$ cat src/rtl/movegen_sched.sv
// Move-generation scheduler: scans a 64-byte board in SDRAM, dispatches each piece of the
// side to move to its generator, and packs generator output boards contiguously at dest.

module movegen_piece_dec (
    input  logic [7:0] sq,
    input  logic       player,
    output logic [5:0] sel
);
    logic       own;
    logic [7:0] mag;

    // Sign is colour (positive white); -128 folds to 128 and is rejected as out of range.
    always_comb begin
        own = player ? (!sq[7] && (sq != 8'd0)) : sq[7];
        mag = sq[7] ? (8'd0 - sq) : sq;
        sel = 6'd0;
        if (own) begin
            if (mag <= 8'd8)       sel = 6'b000001;
            else if (mag <= 8'd18) sel = 6'b000010;
            else if (mag <= 8'd28) sel = 6'b000100;
            else if (mag <= 8'd38) sel = 6'b001000;
            else if (mag <= 8'd47) sel = 6'b010000;
            else if (mag == 8'd48) sel = 6'b100000;
        end
    end
endmodule

module movegen_sched (
    input  logic        clk,
    input  logic        rst_n,
    output logic        slave_waitrequest,
    input  logic [3:0]  slave_address,
    input  logic        slave_read,
    input  logic        slave_write,
    output logic [31:0] slave_readdata,
    input  logic [31:0] slave_writedata,
    input  logic        master_waitrequest,
    output logic [31:0] master_address,
    output logic        master_read,
    input  logic [31:0] master_readdata,
    input  logic        master_readdatavalid,
    output logic [5:0]  gen_sel,
    input  logic        gen_waitrequest,
    output logic [3:0]  gen_address,
    output logic        gen_read,
    output logic        gen_write,
    output logic [31:0] gen_writedata,
    input  logic [31:0] gen_readdata
);
    localparam logic [3:0] S_IDLE    = 4'd0;
    localparam logic [3:0] S_RD_REQ  = 4'd1;
    localparam logic [3:0] S_RD_WAIT = 4'd2;
    localparam logic [3:0] S_DECODE  = 4'd3;
    localparam logic [3:0] S_G_BOARD = 4'd4;
    localparam logic [3:0] S_G_DEST  = 4'd5;
    localparam logic [3:0] S_G_X     = 4'd6;
    localparam logic [3:0] S_G_Y     = 4'd7;
    localparam logic [3:0] S_G_START = 4'd8;
    localparam logic [3:0] S_G_POLL  = 4'd9;
    localparam logic [3:0] S_NEXT    = 4'd10;
    localparam logic [3:0] S_DONE    = 4'd11;

    typedef struct packed {
        logic        rd;
        logic        wr;
        logic [3:0]  addr;
        logic [31:0] data;
    } gen_req_t;

    logic [3:0]  state;
    logic [31:0] board_addr;
    logic [31:0] dest_base;
    logic        player;
    logic [31:0] total;
    logic [31:0] cur_dest;
    logic [5:0]  idx;
    logic [7:0]  sq;
    logic [5:0]  dec_sel;
    gen_req_t    greq;
    logic        busy;
    logic        access;
    logic        done_rd0;
    logic        unused_bits;

    assign unused_bits = ^master_readdata[31:8];

    movegen_piece_dec u_dec (
        .sq     (sq),
        .player (player),
        .sel    (dec_sel)
    );

    assign busy     = (state >= S_RD_REQ) && (state <= S_NEXT);
    assign access   = slave_read || slave_write;
    assign done_rd0 = (state == S_DONE) && slave_read && (slave_address == 4'd0);

    assign slave_waitrequest = access && (busy || ((state == S_DONE) && !done_rd0));

    always_comb begin
        slave_readdata = 32'd0;
        if (slave_read && state == S_IDLE) begin
            case (slave_address)
                4'd0:    slave_readdata = total;
                4'd1:    slave_readdata = board_addr;
                4'd2:    slave_readdata = dest_base;
                4'd3:    slave_readdata = {31'd0, player};
                default: slave_readdata = 32'd0;
            endcase
        end else if (done_rd0) begin
            slave_readdata = total;
        end
    end

    assign master_read    = (state == S_RD_REQ);
    assign master_address = master_read ? (board_addr + {26'd0, idx}) : 32'd0;

    // One generator register access per dispatch state; strobes come straight from state.
    always_comb begin
        greq = '0;
        case (state)
            S_G_BOARD: greq = '{rd: 1'b0, wr: 1'b1, addr: 4'd1, data: board_addr};
            S_G_DEST:  greq = '{rd: 1'b0, wr: 1'b1, addr: 4'd2, data: cur_dest};
            S_G_X:     greq = '{rd: 1'b0, wr: 1'b1, addr: 4'd3, data: {29'd0, idx[2:0]}};
            S_G_Y:     greq = '{rd: 1'b0, wr: 1'b1, addr: 4'd4, data: {29'd0, idx[5:3]}};
            S_G_START: greq = '{rd: 1'b0, wr: 1'b1, addr: 4'd0, data: 32'd0};
            S_G_POLL:  greq = '{rd: 1'b1, wr: 1'b0, addr: 4'd0, data: 32'd0};
            default:   greq = '0;
        endcase
    end

    assign gen_read      = greq.rd;
    assign gen_write     = greq.wr;
    assign gen_address   = greq.addr;
    assign gen_writedata = greq.data;

    always_ff @(posedge clk or negedge rst_n) begin
        if (!rst_n) begin
            state      <= S_IDLE;
            board_addr <= 32'd0;
            dest_base  <= 32'd0;
            player     <= 1'b0;
            total      <= 32'd0;
            cur_dest   <= 32'd0;
            idx        <= 6'd0;
            sq         <= 8'd0;
            gen_sel    <= 6'd0;
        end else begin
            case (state)
                S_IDLE: begin
                    if (slave_write) begin
                        case (slave_address)
                            4'd0: begin
                                idx      <= 6'd0;
                                total    <= 32'd0;
                                cur_dest <= dest_base;
                                state    <= S_RD_REQ;
                            end
                            4'd1:    board_addr <= slave_writedata;
                            4'd2:    dest_base  <= slave_writedata;
                            4'd3:    player     <= slave_writedata[0];
                            default: ;
                        endcase
                    end
                end
                S_RD_REQ:  if (!master_waitrequest) state <= S_RD_WAIT;
                S_RD_WAIT: begin
                    if (master_readdatavalid) begin
                        sq    <= master_readdata[7:0];
                        state <= S_DECODE;
                    end
                end
                S_DECODE: begin
                    if (dec_sel != 6'd0) begin
                        gen_sel <= dec_sel;
                        state   <= S_G_BOARD;
                    end else begin
                        state <= S_NEXT;
                    end
                end
                S_G_BOARD: if (!gen_waitrequest) state <= S_G_DEST;
                S_G_DEST:  if (!gen_waitrequest) state <= S_G_X;
                S_G_X:     if (!gen_waitrequest) state <= S_G_Y;
                S_G_Y:     if (!gen_waitrequest) state <= S_G_START;
                S_G_START: if (!gen_waitrequest) state <= S_G_POLL;
                S_G_POLL: begin
                    // Each output board is 64 bytes, so the next free slot moves by count*64.
                    if (!gen_waitrequest) begin
                        total    <= total + gen_readdata;
                        cur_dest <= cur_dest + {gen_readdata[25:0], 6'd0};
                        state    <= S_NEXT;
                    end
                end
                S_NEXT: begin
                    gen_sel <= 6'd0;
                    if (idx == 6'd63) begin
                        state <= S_DONE;
                    end else begin
                        idx   <= idx + 6'd1;
                        state <= S_RD_REQ;
                    end
                end
                S_DONE:  if (done_rd0) state <= S_IDLE;
                default: state <= S_IDLE;
            endcase
        end
    end
endmodule

$ cat config.mk
export PLATFORM = sky130hd
export DESIGN_NAME = movegen_sched
export DESIGN_NICKNAME = d
export VERILOG_FILES = /design/src/rtl/movegen_sched.sv
export SDC_FILE = /design/constraint.sdc
export NUM_CORES = 1
export LEC_CHECK = 0
export ABC_AREA = 1
export CORE_ASPECT_RATIO = 0.9
export CORE_MARGIN = 5
export CORE_UTILIZATION = 55
export DETAILED_ROUTE_END_ITERATION = 7
export HOLD_SLACK_MARGIN = 0.08
export PLACE_DENSITY_LB_ADDON = 0.15
export REMOVE_ABC_BUFFERS = 1
export SYNTH_ARGS = -nofsm -noshare
export SYNTH_HDL_FRONTEND = slang
export SYNTH_HIERARCHICAL = 1
export SYNTH_SLANG_ARGS = --single-unit
export TNS_END_PERCENT = 50
$ cat constraint.sdc
create_clock -name clk -period 4.5 [get_ports clk]
set_input_delay 0.9 -clock clk [delete_from_list [all_inputs] [get_ports clk]]
set_output_delay 0.9 -clock clk [all_outputs]
set_load 0.05 [all_outputs]
---- Word-level counts from Yosys, hierarchy flattened ----
Index checks and enable logic that the tools add are counted.
word-level totals
  register bits ........................... 153
  input bits .............................. 107
  output and inout bits ................... 110
  word-level logic and storage cells ...... 118
operators by class
  $add $sub $neg .......................... 5
  $lt $le $gt $ge ......................... 7
  eq/ne operators ......................... 29
  multiplexer cells ....................... 42
  reduce and logical (&&, ||, !) cells .... 26
operators by type and width
  operator            count
  $mux 32             9
  $pmux 38 s6         1
  $pmux 32 s2         2
  $pmux 32 s4         1
  $mux 6              11
  $add 32x32->32      2
  $mux 4              13
  $pmux 4 s12         1
  $add 32x6->32       1
  $ne 2x2->1 const B  13
  $pmux 6 s2          2
  $eq 4x2->1 const B  4
  $eq 4x3->1 const B  4
  $eq 4x4->1 const B  4
  $le 8x5->1 const B  2
  $le 8x6->1 const B  2
  $reduce_and 11->1   1
  $reduce_and 3->1    3
  $eq 4x1->1 const B  2
  $eq 8x6->1 const B  1
  $le 8x4->1 const B  1
  $logic_not 4->1     2
  $mux 8              1
  $reduce_and 4->1    2
  13 further kinds    24

---- Depth between registers and ports, before layout ----
  word-level depth ........................ 13
  gate-level depth with buffers ........... 20
  depth with buffers taken out ............ 20

---- Cells and area by module ----
The synthesis kept the hierarchy.
by module, submodules not included
  module             instances  cells each  area an instance (µm²)  seq. area each (µm²)
  movegen_sched      1          1982        12580.8                 3828.7
  movegen_piece_dec  1          91          415.4                   0.0

---- Worst setup path before layout ----
OpenSTA, ideal clock, no wires.
  kind .................................... input-to-output
  from .................................... input slave_address[3]
  to ...................................... output slave_readdata[12]
  arrival ................................. 2.719 ns
  data required time ...................... 3.600 ns
  path slack .............................. 0.881 ns
  stages on the path ...................... 5
  path buffers ............................ 0
  cells stage by stage .................... nor2_4 -> inv_1 -> nor3_4 -> nor2_1 -> o31ai_1
between the ends
  cells in the longest elaborated chain, start to end .. 4
  elaborated cells on any way between the ends .. 8
  classes of those cells .................. eq/ne: 3; mux: 3; reduce/logical: 2
RTL lines
  what                                                 RTL line  source
  from (decl)                                          32        input logic [3:0] slave_address,
  branches (longest 3 deep; another with $pmux 32 s4)  --
  $mux 32 *                                            101       if (slave_read && state == S_IDLE) begin
  to (decl)                                            35        output logic [31:0] slave_readdata,
Every way passes the cells marked *.

---- Worst setup path after layout ----
  from .................................... register board_addr[0]
  to ...................................... output master_address[18]
between the ends
  cells in the longest elaborated chain, start to end .. 2
RTL lines
  what                    RTL line  source
  from (decl)             71        logic [31:0] board_addr;
  from (signal assigned)  158       4'd1: board_addr <= slave_writedata;
  $add 32x6->32           115       assign master_address = master_read ? (board_addr + {26'd0, idx}) : 32'd0;
  $mux 32                 115
  to (decl)               38        output logic [31:0] master_address,
Every way passes these cells.

==> summary.md <==
| Metric | Value |
|---|---|
| Slowest-stage cell, CP | clkdlybuf4s50_1 |
| Die height | between 150 and 200 um |
| Hold Violations, Final | 0 |
| Worst setup path end | master_address[18] |
| Worst path cell trace | ha_1 -> fa_1 -> nand3_1 -> nand2_1 -> nand2_1 -> nand2_1 -> and2_1 -> nand3_1 -> o21ai_0 -> nor2_1 -> clkdlybuf4s50_1 |
| Syn. warnings | 6 |
| Post-synth EDFFs | 0 |
| Ports | roughly 220 |
| CTS Sinks | between 150 and 200 |
| Final wirelength | slightly below 50 mm |
| Period utilisation layout | roughly 95% |
| Dpl hpwl | between 30 and 40 mm |
| DRT Pass-1 Iters | 8 |
| CP Capture Type | output port |
| CP peak stage delay | ~0.82 ns |
| F_max | roughly 0.23 GHz |
| Synth Area in Adders | under 10% |
| Switch Pwr | between 5000 and 6000 uW |
| Total grt overflow | 0 |
| First-pass GRT wire length | between 70 and 80 mm |
| Vias/cell | approximately 5.7 |
| Initial core utilization | a little under three fifths |
| Relative slew margins | 27.0% |
| Synth Area in XOR/XNOR | ~1.6% |
| Power share of the combinational group | a little under three fifths |
| Clock transition at path regs | approximately 0.08 ns |
| Total die area | between 0.02 and 0.03 sq mm |
| TritonCTS Buffers | 17 |
| Fin crit period | 4.27 ns |
| CP arrival | between 3 and 4 ns |
| Clock skew | 0.0129 ns |
| H-tree levels | 4 |
| CP most frequent cell | nand2_1 |
| Max Slew Vio Count | 0 |
| Post-CTS sizing | 0 |
| Async S/R FF share, synth | 100% |
| Reg2Reg Setup Slack | 1.86 ns |
| R2r startpoint | sq[0] |
| CTS tree | yes |
| Seq/Total Area, Yosys | between 20% and 30% |
| Switching share of power | about 52% |
| # rows | 53 |
| Antenna-violating nets left | 0 |
| Critical path fanouts, max | 5 |
| Number of inserted diodes | 0 |
| Share of cells above drive strength 1 | between 6 and 7% |
| Pint | ~4700 uW |
| Leakage | between 0.007 and 0.008 uW |
| Least-Margin Pin Slew | roughly 1.1 ns |
| HP Class | input port to asynchronous set/reset pin |
| Synth top area cells | dfrtp_1 29%, nand2_1 19%, inv_1 9.5%, o21ai_0 7.6%, ha_1 6.2% |
| Unrepaired setup endpoints after global routing | false |
| CTS Buffer Depth | 2 |
| Worst setup path start | board_addr[0] |
| Number of max-cap violations | 0 |
| Most common cell in the netlist | nand2_1 |
| R2r endpoint | state[2] |
| Main flop type after synthesis | dfrtp_1 |
| Main combinational cell family by area after synthesis | simple AND/OR/NAND/NOR gates |
| Worst EP required | between 3 and 4 ns |
| Seq cells post-synth | 153 |
| Util after Layout | between 60% and 70% |
| Residual DRC | 0 |
| Clk_lat worst skew | between 0.4 and 0.5 ns |
| Detailed Route Iter0 Violations | approximately 1.7k |
| Post-CTS Setup Inserts | 0 |
| Synth top area share | between 20% and 30% |
| Reg power frac | between 20% and 30% |
| CTS root buffer | clkbuf_16 |
| Initial antenna violation count | 0 |
| Synth cell count leaders | 672 x nand2_1, 329 x inv_1, 198 x o21ai_0 |
| Cells after Synth | ~2.1k |
| Area grow syn2layout | 24.0% |
| CORE AREA | 0.0233 sq mm |
| Syn Std Cell Area | between 0.01 and 0.015 sq mm |
| Pin count of the biggest net entering global routing | 84 |
| Avg WL per Cell | around 19 um |
| Final Net Count | approximately 2.4k |
| CP Class | register to output port |
| Post-synthesis mux area share | less than 1% |
| Library cells used by synthesis | 53 |
| Avg Inst Size Synth | between 6 and 7 sq um |
| Vias | roughly 15k |
| Vias in the first global route | 13.7k |
| FF-to-FF path depth | 15 |
| Post-synth top area cell | dfrtp_1 |
| Crit start category | register |
| Setup TNS | 0 ns |
| Hold_buf cts | 0 |
| Number of port buffers | around 190 |
| Area share of and/or/nand/nor cells after synthesis | about a third |
| Final Setup Violations | 0 |
| Complex-gate fraction of the synthesized area | roughly 16% |
| PwrDens | between 600 and 700 mW/mm^2 |
| Status | finished, final reports clean |
| Die Wd | roughly 170 um |
| Worst vdd ir | 0.352 mV |
| Clock power share | between 15 and 20% |
| Gpl congestion | 1.04 |
| Gr usage total | a little over a third |
[cell type report]
cell class / count / area [sq um]
multi-input combinational: 1530 / 7630
fill: 2107 / 7230
sequential: 153 / 3830
timing repair buffer: 208 / 2350
inverter: 342 / 1290
clock buffer: 17 / 425
tap: 302 / 378
clock inverter: 15 / 209
[worst min-delay path by stage]
stage | startpoint | end | slack (ns)
after global placement | cur_dest[2] | cur_dest[2] | 0.47
after floorplan | cur_dest[1] | cur_dest[1] | 0.45
after global routing | dest_base[22] | dest_base[22] | 0.51
final | rst_n | cur_dest[11] | 0.49
after detailed placement | cur_dest[2] | cur_dest[2] | 0.47
after CTS | cur_dest[2] | cur_dest[2] | 0.49
[cell usage in the layout, fill, tap and decap left out, types with 24 or more instances in the layout]
| cell | netlist | final |
|---|---|---|
| inv_1 | 329 | 329 |
| nand3_1 | 121 | 121 |
| nor2_1 | 162 | 162 |
| ha_1 | 64 | 64 |
| buf_12 | 0 | 31 |
| o22ai_1 | 39 | 39 |
| o21ai_0 | 198 | 198 |
| a21oi_1 | 91 | 91 |
| dfrtp_1 | 153 | 153 |
| clkdlybuf4s50_1 | 0 | 155 |
| nand4_1 | 24 | 24 |
| nand2_1 | 672 | 672 |
[metrics by stage]
step	power (uW)	hold slack, ns	std cells	setup WS [ns]	cell area, sq um
2_1_floorplan	6430	0.449	2025	0.465	12700
3_3_place_gp	8030	0.466	2535	0.400	15500
3_5_place_dp	8170	0.466	2535	0.345	15500
4_1_cts	9800	0.487	2567	0.137	16100
5_1_grt	10700	0.508	2567	0.0684	16100
6_report	9930	0.486	2567	0.229	16100
[power groups by stage]
| stage | logic [uW] | clock network, uW | registers, uW |
|---|---|---|---|
| after CTS | 5500 | 1600 | 2700 |
| after global placement | 5330 | 0 | 2690 |
| after detailed placement | 5450 | 0 | 2710 |
| after floorplan | 3960 | 0 | 2470 |
| after global routing | 6200 | 1670 | 2800 |
| final | 5600 | 1600 | 2740 |
[cells by family (layout without fill, tap and decap cells)]
group / after synthesis / after routing
AO/OA/AOI/OAI: 383 / 383
XOR/XNOR: 23 / 23
adder cells (fa/ha/maj): 67 / 67
buffers and inverters: 390 / 582
flip-flops: 153 / 153
multiplexers: 8 / 8
other: 1 / 1
AND/OR/NAND/NOR: 1048 / 1048
[routing by layer]
metal / share of wire, % / track usage, % / vias to the layer above
li1: - / - / 7004
met1: 42 / 50.7 / 6637
met5: 0 / 0 / -
met2: 43 / 54.6 / 858
met4: 4.9 / 15.7 / 0
met3: 10 / 6.64 / 146
[state kept, by name, summed over array words and instances (netlist names)]
register / count
board_addr: 32
cur_dest: 32
dest_base: 32
total: 32
sq: 8
gen_sel: 6
idx: 6
state: 4
player: 1
[critical path: cells and delay by family, from the launching register on]
kind | cells | cell delay, ns
AOI/OAI and AO/OA | 1 | 0.10
adders and majority gates | 2 | 0.69
buffers and inverters | 1 | 0.82
DFF | 1 | 0.43
and+or+nand+nor | 7 | 0.90
Power figures use the tool's default switching activity.
==> RTL edit, RTL diff (config.mk and constraints unchanged) <==
Make the reset (`rst_n`) synchronous in one clocked block.
--- a/src/rtl/movegen_sched.sv
+++ b/src/rtl/movegen_sched.sv
@@ -134,5 +134,5 @@
     assign gen_writedata = greq.data;
 
-    always_ff @(posedge clk or negedge rst_n) begin
+    always_ff @(posedge clk) begin
         if (!rst_n) begin
             state      <= S_IDLE;
Check against the original RTL: differs if rst_n is asserted again (counterexample within 4 cycles, from zero or initial values and one cycle with rst_n low); with rst_n held inactive, the same outputs for 4 cycles.
==> RTL edit against the unedited design <==
- critical path depth stayed put
- synthesized area is 5.7% lower
- routed wire length is 7.8% lower
- sequential cell count stayed put
- final area is 4.8% lower
- worst setup slack better by 23 ps
- critical path type unchanged
Power is not compared: it rests on default switching activity, and its combinational part moved more than twofold at a synthesized area within 25%.
==> RTL edit: results (changes against the unedited design) <==
LOGIC SYNTHESIS
------------------------------------------------------------------------
Post-synthesis compound-gate area fraction                         0.209   was 0.160
Xor and xnor area share after synthesis                           0.0179   was 0.0155
Largest cells by area after synthesis                       dfxtp_1, nand2_1, a21oi_1   was dfrtp_1, nand2_1, inv_1
Adder and majority cell fraction of the synthesized area          0.0702   was 0.0662
Fraction of synthesized area in multiplexers                           0   was 0.00693
Count of different cell masters after synthesis                       49   was 53
Proportion of synthesized chip area in sequential cells            0.250   was 0.295
FFs w/ async S/R, synth                                                0   was 1.00
Commonest cells post-synth                                  nand2_1, inv_1, nor2_1   was nand2_1, inv_1, o21ai_0

PWR
------------------------------------------------------------------------
Internal Power                                                   2.45 mW
Power group with the largest share                                 clock

OUTCOME
------------------------------------------------------------------------
Result of the run                                           complete, no violations   unchanged

GLOBAL ROUTING
------------------------------------------------------------------------
Met1 Usage GRT                                                     0.442   was 0.507
Global-route met2 utilization                                      0.563   was 0.546
Largest net degree at the start of global routing                     87   was 84
Via count of the first global-routing pass                         13373   was 13741
GR Util met3                                                      0.0576   was 0.0664
Total routing usage reported by global routing                     0.341   was 0.361
Initial antenna violation count                                        0   unchanged
Wire length of the first global-routing pass                    69600 um   was 75000 um

ROUTE
------------------------------------------------------------------------
DRT Pass-1 Iters                                                       6   was 8
Number of vias after detailed routing                              14565   was 14645
Wire length on met2                                             20100 um   was 21200 um
Total wire length                                               45200 um   was 49000 um
Met1 Routed Length                                              19200 um   was 20400 um
Violation count after the first detailed-route iteration            1771   was 1736
Detail Route met3 WL                                             3920 um   was 5030 um

WORST SETUP PATH
------------------------------------------------------------------------
Largest stage delay, worst path                                   820 ps   about the same
Largest driver fanout on the critical path                             7   was 5
Worst path arrival time                                          3350 ps   was 3370 ps

TIMING
------------------------------------------------------------------------
Final Skew                                                       16.4 ps   was 12.9 ps
Slew at the pin closest to its max-slew limit                    1260 ps   was 1090 ps

CTS
------------------------------------------------------------------------
CTS-repair resized insts                                               0   unchanged
Buffer count from post-CTS setup fixing                                0   unchanged
Number of buffers created by CTS                                      17   unchanged
Clock insertion delay at the later pin of the skew report         450 ps   was 430 ps
Clock tree buffer depth                                                2   unchanged
CTS HTree Levels                                                       4   unchanged

FINISH
------------------------------------------------------------------------
Number of nets in the layout                                        2388   was 2426
Share of post-route cells with drive strength above 1             0.0620   was 0.0636
# fillers                                                           1906   was 2107

PLACE
------------------------------------------------------------------------
Post-place instance area                                     0.0147 mm^2   was 0.0155 mm^2
GP Congestion                                                       1.02   was 1.04
Placed wire-length estimate after detailed placement            35000 um   was 38700 um

WORST HOLD PATH
------------------------------------------------------------------------
Tightest Hold Check Type                                    register to register   was input port to asynchronous set/reset pin

RTL edit: cell count changes in the layout (fill, tap and decap cells not counted), sizes merged, moves of 21 or more:
cell   delta
dfxtp   +153
a21oi   +108
o22ai    -21
nand3    +28
a22o     +30
nor2     +38
o21ai    -32
dfrtp   -153
nand2   -132
inv      -73
RTL edit: cell families after synthesis:
group                      count (synthesis)
buffers and inverters                    337
other                                      1
xor gates and xnor gates                  25
DFF                                      153
and+or+nand+nor                         1003
AOI/OAI and AO/OA                        466
adders and majority gates                 67
RTL edit: path summary, 6_finish.rpt:
check                           cells after the start    from  slack, ps                end
worst max-delay path                               11  idx[0]        250  master_address[8]
worst min register to register                      2   sq[0]        460              sq[0]
worst max register to register                     11   sq[7]       1840         gen_sel[3]
worst min-delay path                                2   sq[0]        460              sq[0]
RTL edit: critical path, delay by kind of cell (launching register included):
kind	cells	cell delay, ps
adder cells (fa/ha/maj)	2	660
buffers and inverters	1	820
AO/OA/AOI/OAI	3	490
flip-flops	1	370
AND/OR/NAND/NOR	5	570
RTL edit: final cells by class:
class / count / area (um^2) / area share
Timing Repair Buffer: 212 / 2400 / 0.156
Multi-Input combinational cell: 1562 / 7890 / 0.514
Inverter: 268 / 1010 / 0.0655
Clock buffer: 17 / 425 / 0.0277
Sequential cell: 153 / 3060 / 0.200
Tap cell: 291 / 364 / 0.0237
Clock inverter: 15 / 198 / 0.0129
RTL edit: stage by stage:
stage	hold slack (ps)	worst slack, ps	power, mW	cells	util
after CTS	467	10.4	3.76	2518	0.704
final	465	252	3.79	2518	0.705
after detailed placement	456	349	2.25	2486	0.676
after global placement	448	397	2.23	2486	0.676
after floorplan	436	78.2	1.94	1983	-
after global routing	490	21.0	3.92	2518	0.705
